===== src/rtl/addsub_result_fifo.sv =====
// Four-entry result FIFO behind a 4-bit add/sub stage: stores {m, V, carry, C} per result.
// Optional overflow-event counter (ovf_cnt port) is built only when ADDSUB_OVF_COUNT_EN is defined.
module addsub_result_fifo #(
  parameter int unsigned DEPTH = 4
) (
  input  logic       clk,
  input  logic       rst_n,
  input  logic [3:0] in_C,
  input  logic       in_carry,
  input  logic       in_V,
  input  logic       in_m,
  input  logic       in_valid,
  output logic       in_ready,
  output logic [3:0] out_C,
  output logic       out_carry,
  output logic       out_V,
  output logic       out_m,
  output logic       out_valid,
  input  logic       out_ready,
  output logic [2:0] count
`ifdef ADDSUB_OVF_COUNT_EN
  ,
  output logic [3:0] ovf_cnt
`endif
);

  typedef logic [6:0] entry_t;

  entry_t     mem [4];
  logic [1:0] wr_ptr;
  logic [1:0] rd_ptr;
  logic       push;
  logic       pop;

  // Flow control looks only at the registered count, so a full FIFO refuses
  // a write even when the head is popped in the same cycle.
  always_comb begin
    in_ready  = (count != 3'(DEPTH));
    out_valid = (count != '0);
    push      = in_valid && in_ready;
    pop       = out_valid && out_ready;
    {out_m, out_V, out_carry, out_C} = mem[rd_ptr];
  end

  always_ff @(posedge clk) begin
    if (push) begin
      mem[wr_ptr] <= {in_m, in_V, in_carry, in_C};
    end
  end

  always_ff @(posedge clk or negedge rst_n) begin
    if (!rst_n) begin
      wr_ptr <= '0;
      rd_ptr <= '0;
      count  <= '0;
    end else begin
      if (push) begin
        wr_ptr <= wr_ptr + 2'd1;
      end
      if (pop) begin
        rd_ptr <= rd_ptr + 2'd1;
      end
      case ({push, pop})
        2'b10:   count <= count + 3'd1;
        2'b01:   count <= count - 3'd1;
        default: count <= count;
      endcase
    end
  end

`ifdef ADDSUB_OVF_COUNT_EN
  always_ff @(posedge clk or negedge rst_n) begin
    if (!rst_n) begin
      ovf_cnt <= '0;
    end else if (push && in_V && (ovf_cnt != '1)) begin
      ovf_cnt <= ovf_cnt + 4'd1;
    end
  end
`endif

endmodule


===== config.mk =====
export PLATFORM = sky130hd
export DESIGN_NAME = addsub_result_fifo
export DESIGN_NICKNAME = d
export VERILOG_FILES = /design/src/rtl/addsub_result_fifo.sv
export SDC_FILE = /design/constraint.sdc
export NUM_CORES = 1
export LEC_CHECK = 0
export CAP_MARGIN = 0
export CORE_MARGIN = 10
export CORE_UTILIZATION = 30
export CTS_CLUSTER_SIZE = 10
export DETAILED_ROUTE_END_ITERATION = 6
export PLACE_DENSITY = 0.51
export REMOVE_ABC_BUFFERS = 1
export SYNTH_ARGS = -nofsm -noshare
export SYNTH_HDL_FRONTEND = slang
export SYNTH_SLANG_ARGS = --single-unit
export TNS_END_PERCENT = 100

===== constraint.sdc =====
create_clock -name clk -period 2.02 [get_ports clk]
set_input_delay 0.303 -clock clk [delete_from_list [all_inputs] [get_ports clk]]
set_output_delay 0.303 -clock clk [all_outputs]
set_load 0.02 [all_outputs]

---- Word level (Yosys, flattened, before mapping) ----
Memories as Yosys holds them, arrays and structs flattened.
Index checks and enable logic that the tools add are counted.
operators by class
  reductions and logical operators ........ 4
  equality and inequality tests ........... 3
  add/sub/neg operators ................... 4
  multiplexer cells ....................... 3
operator list
  cell                                                                 count
  3-bit case mux with 2 select lines                                   1
  2-bit by 1-bit adder with 2-bit output (second input constant)       2
  3-bit by 1-bit adder with 3-bit output (second input constant)       1
  3-bit != test (second input constant)                                1
  3-bit nonzero test                                                   1
  3-bit by 1-bit subtractor with 3-bit output (second input constant)  1
  2-bit by 1-bit == test with 1-bit output (second input constant)     1
  2-bit == test (second input constant)                                1
  1-bit logical AND                                                    2
  1-bit 2-to-1 mux                                                     2
  2-bit nonzero test                                                   1
storage, ports and cells
  memories ................................ 1
  RAM bits ................................ 28
  logic and storage cells ................. 18
  output and inout port bits .............. 12
  flip-flop bits (word level) ............. 7
  input port bits ......................... 11
memory list
  name  depth  bits a word  rd ports  clocked after Yosys merged registers in  wr ports  line  RTL
  mem   4      7            1         0                                        1         29    entry_t mem [4];

---- Longest topological paths before layout ----
  depth after elaboration ................. 4
  depth in mapped cells ................... 9
  depth with buffers taken out ............ 9

---- Worst setup path after synthesis ----
No wires, ideal clock.
  kind .................................... register to register
  start ................................... register count[0]
  end ..................................... register count[2]
  required time ........................... 1,940 ps
  arrival time ............................ 2,159 ps
  stages on the path, launching flop included .. 10
  path buffers ............................ 0
  setup time .............................. 80 ps
  path slack .............................. -219 ps
  clock period less this slack ............ 2,239 ps
  cell sequence ........................... dfrtp_1 > or3b_4 > and2_4 > inv_1 > ha_1 > inv_1 > fa_1 > xor2_1 > nor2_1 > xor2_1
between the ends
  word-level cells in the longest chain between the ends .. 4
  elaborated cells on any way between the ends .. 10
  those cells by class .................... add/sub: 2; eq/ne: 3; mux: 1; reduce/logical: 4
RTL lines
  item                                                                       line  RTL
  start: declaration                                                         20    output logic [2:0] count
  start signal: assignment                                                   64    2'b10: count <= count + 3'd1;
  start signal: assignment                                                   65    2'b01: count <= count - 3'd1;
  start signal: assignment                                                   66    default: count <= count;
  3-bit != test (*)                                                          38    in_ready = (count != 3'(DEPTH));
  net in_ready                                                               13    output logic in_ready,
  1-bit logical AND (*)                                                      40    push = in_valid && in_ready;
  2-bit by 1-bit == test with 1-bit output or 2-bit == test (tied branches)  63    case ({push, pop})
  3-bit case mux with 2 select lines or 2-bit nonzero test (tied branches)   -
Mark *: on every way through the listed nets, which the timed path passes. The rest lies on a longest branch.
A chain may end at the register's enable or synchronous reset.

---- Worst setup path in the final report ----
  start ................................... register count[1]
  end ..................................... register count[2]
between the ends
  word-level cells in the longest chain between the ends .. 4
  elaborated cells on any way between the ends .. 10
  those cells by class .................... add/sub: 2; eq/ne: 3; mux: 1; reduce/logical: 4
RTL lines
  item                                                                       line
  3-bit != test or 3-bit nonzero test (tied branches)                        38, 39
  1-bit logical AND (on tied branches)                                       40, 41
  2-bit by 1-bit == test with 1-bit output or 2-bit == test (tied branches)  63
  3-bit case mux with 2 select lines or 2-bit nonzero test (tied branches)   -
Parallel ways exist; a longest one is shown, timed or not.

==> flow_metrics.py <==
metrics = {
    "clocking": {
        "clock_latency_ps": 280,
        "clk_pin_slew_ps": 70,
        "cts_tree": "done",
        "cts.sinks": 35,
        "htree_num_levels": 2,
        "cts_buffers": 5,
        "cts-root-buf": "clkbuf_8",
        "clockBufferDepth": 2,
    },
    "die": {
        "die_x_um": 89.29,
        "initial_core_util_pct": 30.69,
        "num_rows": 25,
        "io_pins": 23,
        "die_area_um2": 7972,
        "die_h_um": 89.29,
        "core_area_um2": 4692,
    },
    "global_routing": {
        "grt_overflow": 0,
        "antenna_found_initial": 0,
        "busiest_layer": "met2",
        "grt_max_degree": 12,
        "grt_pass1_vias": 840,
        "grt_pass1_wl_um": 4091,
        "use_met3_pct": 4.011,
        "met2_usage_pct": 10.83,
        "grt_usage_pct": 6.912,
        "gr-usage-met1_pct": 7.426,
    },
    "setup_path": {
        "ff2ff_path_depth": 9,
        "cpLargestDelayFamily": "simple AND/OR/NAND/NOR gates",
        "worst-path-buf-inv": 2,
        "path_class": "reg2reg",
        "critPathLaunchType": "flop",
        "r2r_start": "count[1]",
        "cp.depth": 9,
        "crit_chain": "or3b_4 -> and2_4 -> inv_2 -> ha_4 -> inv_2 -> fa_2 -> xor2_1 -> nor2_1 -> xor2_1",
        "worst-r2r-setup-slack_ps": 30,
        "max_stage_delay_ps": 400,
        "critPathSlowestCell": "or3b_4",
        "critPathRequiredTime_ps": 2220,
        "arrival_ps": 2190,
        "worstPathMaxFanout": 2,
        "endpoint_kind": "flop",
        "r2r-end": "count[2]",
    },
    "cells_and_area": {
        "fin_nets": 131,
        "n_antenna_cell": 0,
        "fill_cells": 432,
        "final_util_pct": 41.81,
        "finalNonFillerCells": 169,
        "fin_area_um2": 1962,
        "area_growth_pct": 36.23,
        "drive_above_1_share_pct": 35.65,
    },
    "placed_design": {
        "io_buffer_count": 22,
        "placed_area_um2": 1807,
        "detailedPlace.worstSlack_ps": -10.62,
        "placed_cells": 158,
        "routabilityCongestion": 0.8149,
    },
    "pwr": {
        "total_power_mw": 3.048,
        "combPwrFrac_pct": 40.2,
        "clkPwrFrac_pct": 24.3,
        "power_density_nw_per_um2": 1554,
        "p_switching_mw": 0.9275,
        "swShare_pct": 30.43,
        "power_leakage_nw": 0.7550,
        "seq_power_share_pct": 35.5,
        "p_int_mw": 2.120,
        "ir_drop_uv": 714.7,
    },
    "sta": {
        "drv_slew": 0,
        "post-route-period-util_pct": 98.36,
        "final-hold-violation-count": 0,
        "final.setup.worst_slack_ps": 33.10,
        "fin_tns_setup_ps": 0,
        "period_minus_slack_ps": 1987,
        "fmax_ghz": 0.5033,
        "tightest_slew_ps": 383.0,
        "skew_ps": 7.044,
        "relSlewSlack_pct": 74.47,
        "setup_viol": 0,
        "rsz0062_at_grt": "true",
        "whs_ps": 288.5,
    },
    "logic_synthesis": {
        "synth_commonest_cells": "28 x edfxtp_1, 7 x dfrtp_1, 7 x mux4_2",
        "yosysTopAreaCell": "edfxtp_1",
        "ys_top_cells_by_area": "edfxtp_1 58%, dfrtp_1 12%, mux4_2 11%",
        "synth_edf_count": 28,
        "synth_top_area_share_pct": 58.38,
        "yosys_warnings": 0,
        "ys_seq_area_share_pct": 70.55,
        "synth_cell_types": 19,
        "synth_most_common_cell": "edfxtp_1",
        "syn_avg_cell_area_um2": 19.46,
        "ys.flop_type": "edfxtp_1",
        "synthCells": 74,
        "synth-async-reset-ratio_pct": 20.00,
        "syn_area_um2": 1440,
        "ys_ff_latch": 35,
    },
    "detailed_routing": {
        "drc": 0,
        "postRouteAntennaNets": 0,
        "via_per_inst": 4.509,
        "first_pass_iters": 4,
        "wirelength_um": 2625,
        "avgRoutedWirePerCell_um": 15.53,
        "drt_iter0_drc": 30,
        "vias": 762,
    },
    "status": {
        "status": "finished clean",
    },
    "flow_run": {
        "drv_cap": 0,
    },
    "worst_hold_path": {
        "hold_class": "in2async",
    },
}
## metal layers
metal | wire, µm | up-vias
met3 | 205 | 2
met1 | 1126 | 382
li1 | - | 358
met2 | 1276 | 20
met5 | 0 | -
met4 | 17 | 0
## power groups by stage
stage	sequential [mW]	clock, mW	combinational [mW]
final	1.08	0.740	1.23
after global routing	1.10	0.788	1.34
after CTS	1.09	0.751	1.22
after detailed placement	1.10	0	1.28
after global placement	1.09	0	1.28
after floorplan	1.16	0	0.634
## layout by cell type, fill, tap and decap left out, drive strengths merged
cell type / Yosys / layout
clkdlybuf4s50: 0 / 13
nand2: 1 / 1
dlygate4sd2: 0 / 8
o31a: 1 / 1
fa: 1 / 1
dfrtp: 7 / 7
edfxtp: 28 / 28
or3: 1 / 1
xor2: 3 / 3
ha: 5 / 5
mux4: 7 / 7
xnor2: 3 / 3
buf: 2 / 13
mux2i: 1 / 1
clkbuf: 0 / 7
inv: 6 / 6
bufinv: 0 / 2
or3b: 1 / 1
nor2: 1 / 1
and3: 4 / 4
and2: 1 / 1
mux2: 1 / 1
## flip-flops by register name, summed over array words and instances (netlist names)
signal	count
count	3
mem	28
rd_ptr	2
wr_ptr	2
## kinds of logic after synthesis
kind of cell | after synthesis | synth area share, %
muxes | 9 | 12.68
buffers and inverters | 8 | 2.171
AOI/OAI and AO/OA | 1 | 0.6951
adders and majority gates | 6 | 5.734
DFF | 35 | 70.55
xor gates and xnor gates | 6 | 3.650
and+or+nand+nor | 9 | 4.518
## area by class of cell
| cell class | count | area [µm²] | share of cell area, % |
|---|---|---|---|
| Sequential cell | 35 | 1016 | 51.79 |
| Multi-Input combinational cell | 31 | 407.9 | 20.79 |
| Clock buffer | 6 | 72.57 | 3.699 |
| Tap cell | 54 | 67.56 | 3.444 |
| Timing Repair Buffer | 35 | 315.3 | 16.07 |
| Inverter | 6 | 22.52 | 1.148 |
| Clock inverter | 2 | 60.06 | 3.061 |
## worst max-delay path by stage
stage | from | slack [ps] | to
after floorplan | count[0] | -220 | count[2]
after global placement | count[0] | 30 | count[2]
after detailed placement | count[0] | -10 | count[2]
after CTS | count[0] | 0.6 | count[2]
after global routing | count[1] | -70 | count[2]
final | count[1] | 30 | count[2]
## worst reg2reg max path, cell delays in order (launching register included)
cell and delay, ps:
dfrtp_1 380, or3b_4 400, and2_4 150, inv_2 60, ha_4 130, inv_2 40
fa_2 370, xor2_1 140, nor2_1 110, xor2_1 140
## what timing repair did
action,4_1_cts,5_1_grt
endpoints found under the setup margin,10,1
setup buffers,0,3
hold buffers,0,0
pin swaps,1,6
gates resized for setup,11,5
Note: power is estimated with default switching activity, not from simulation.
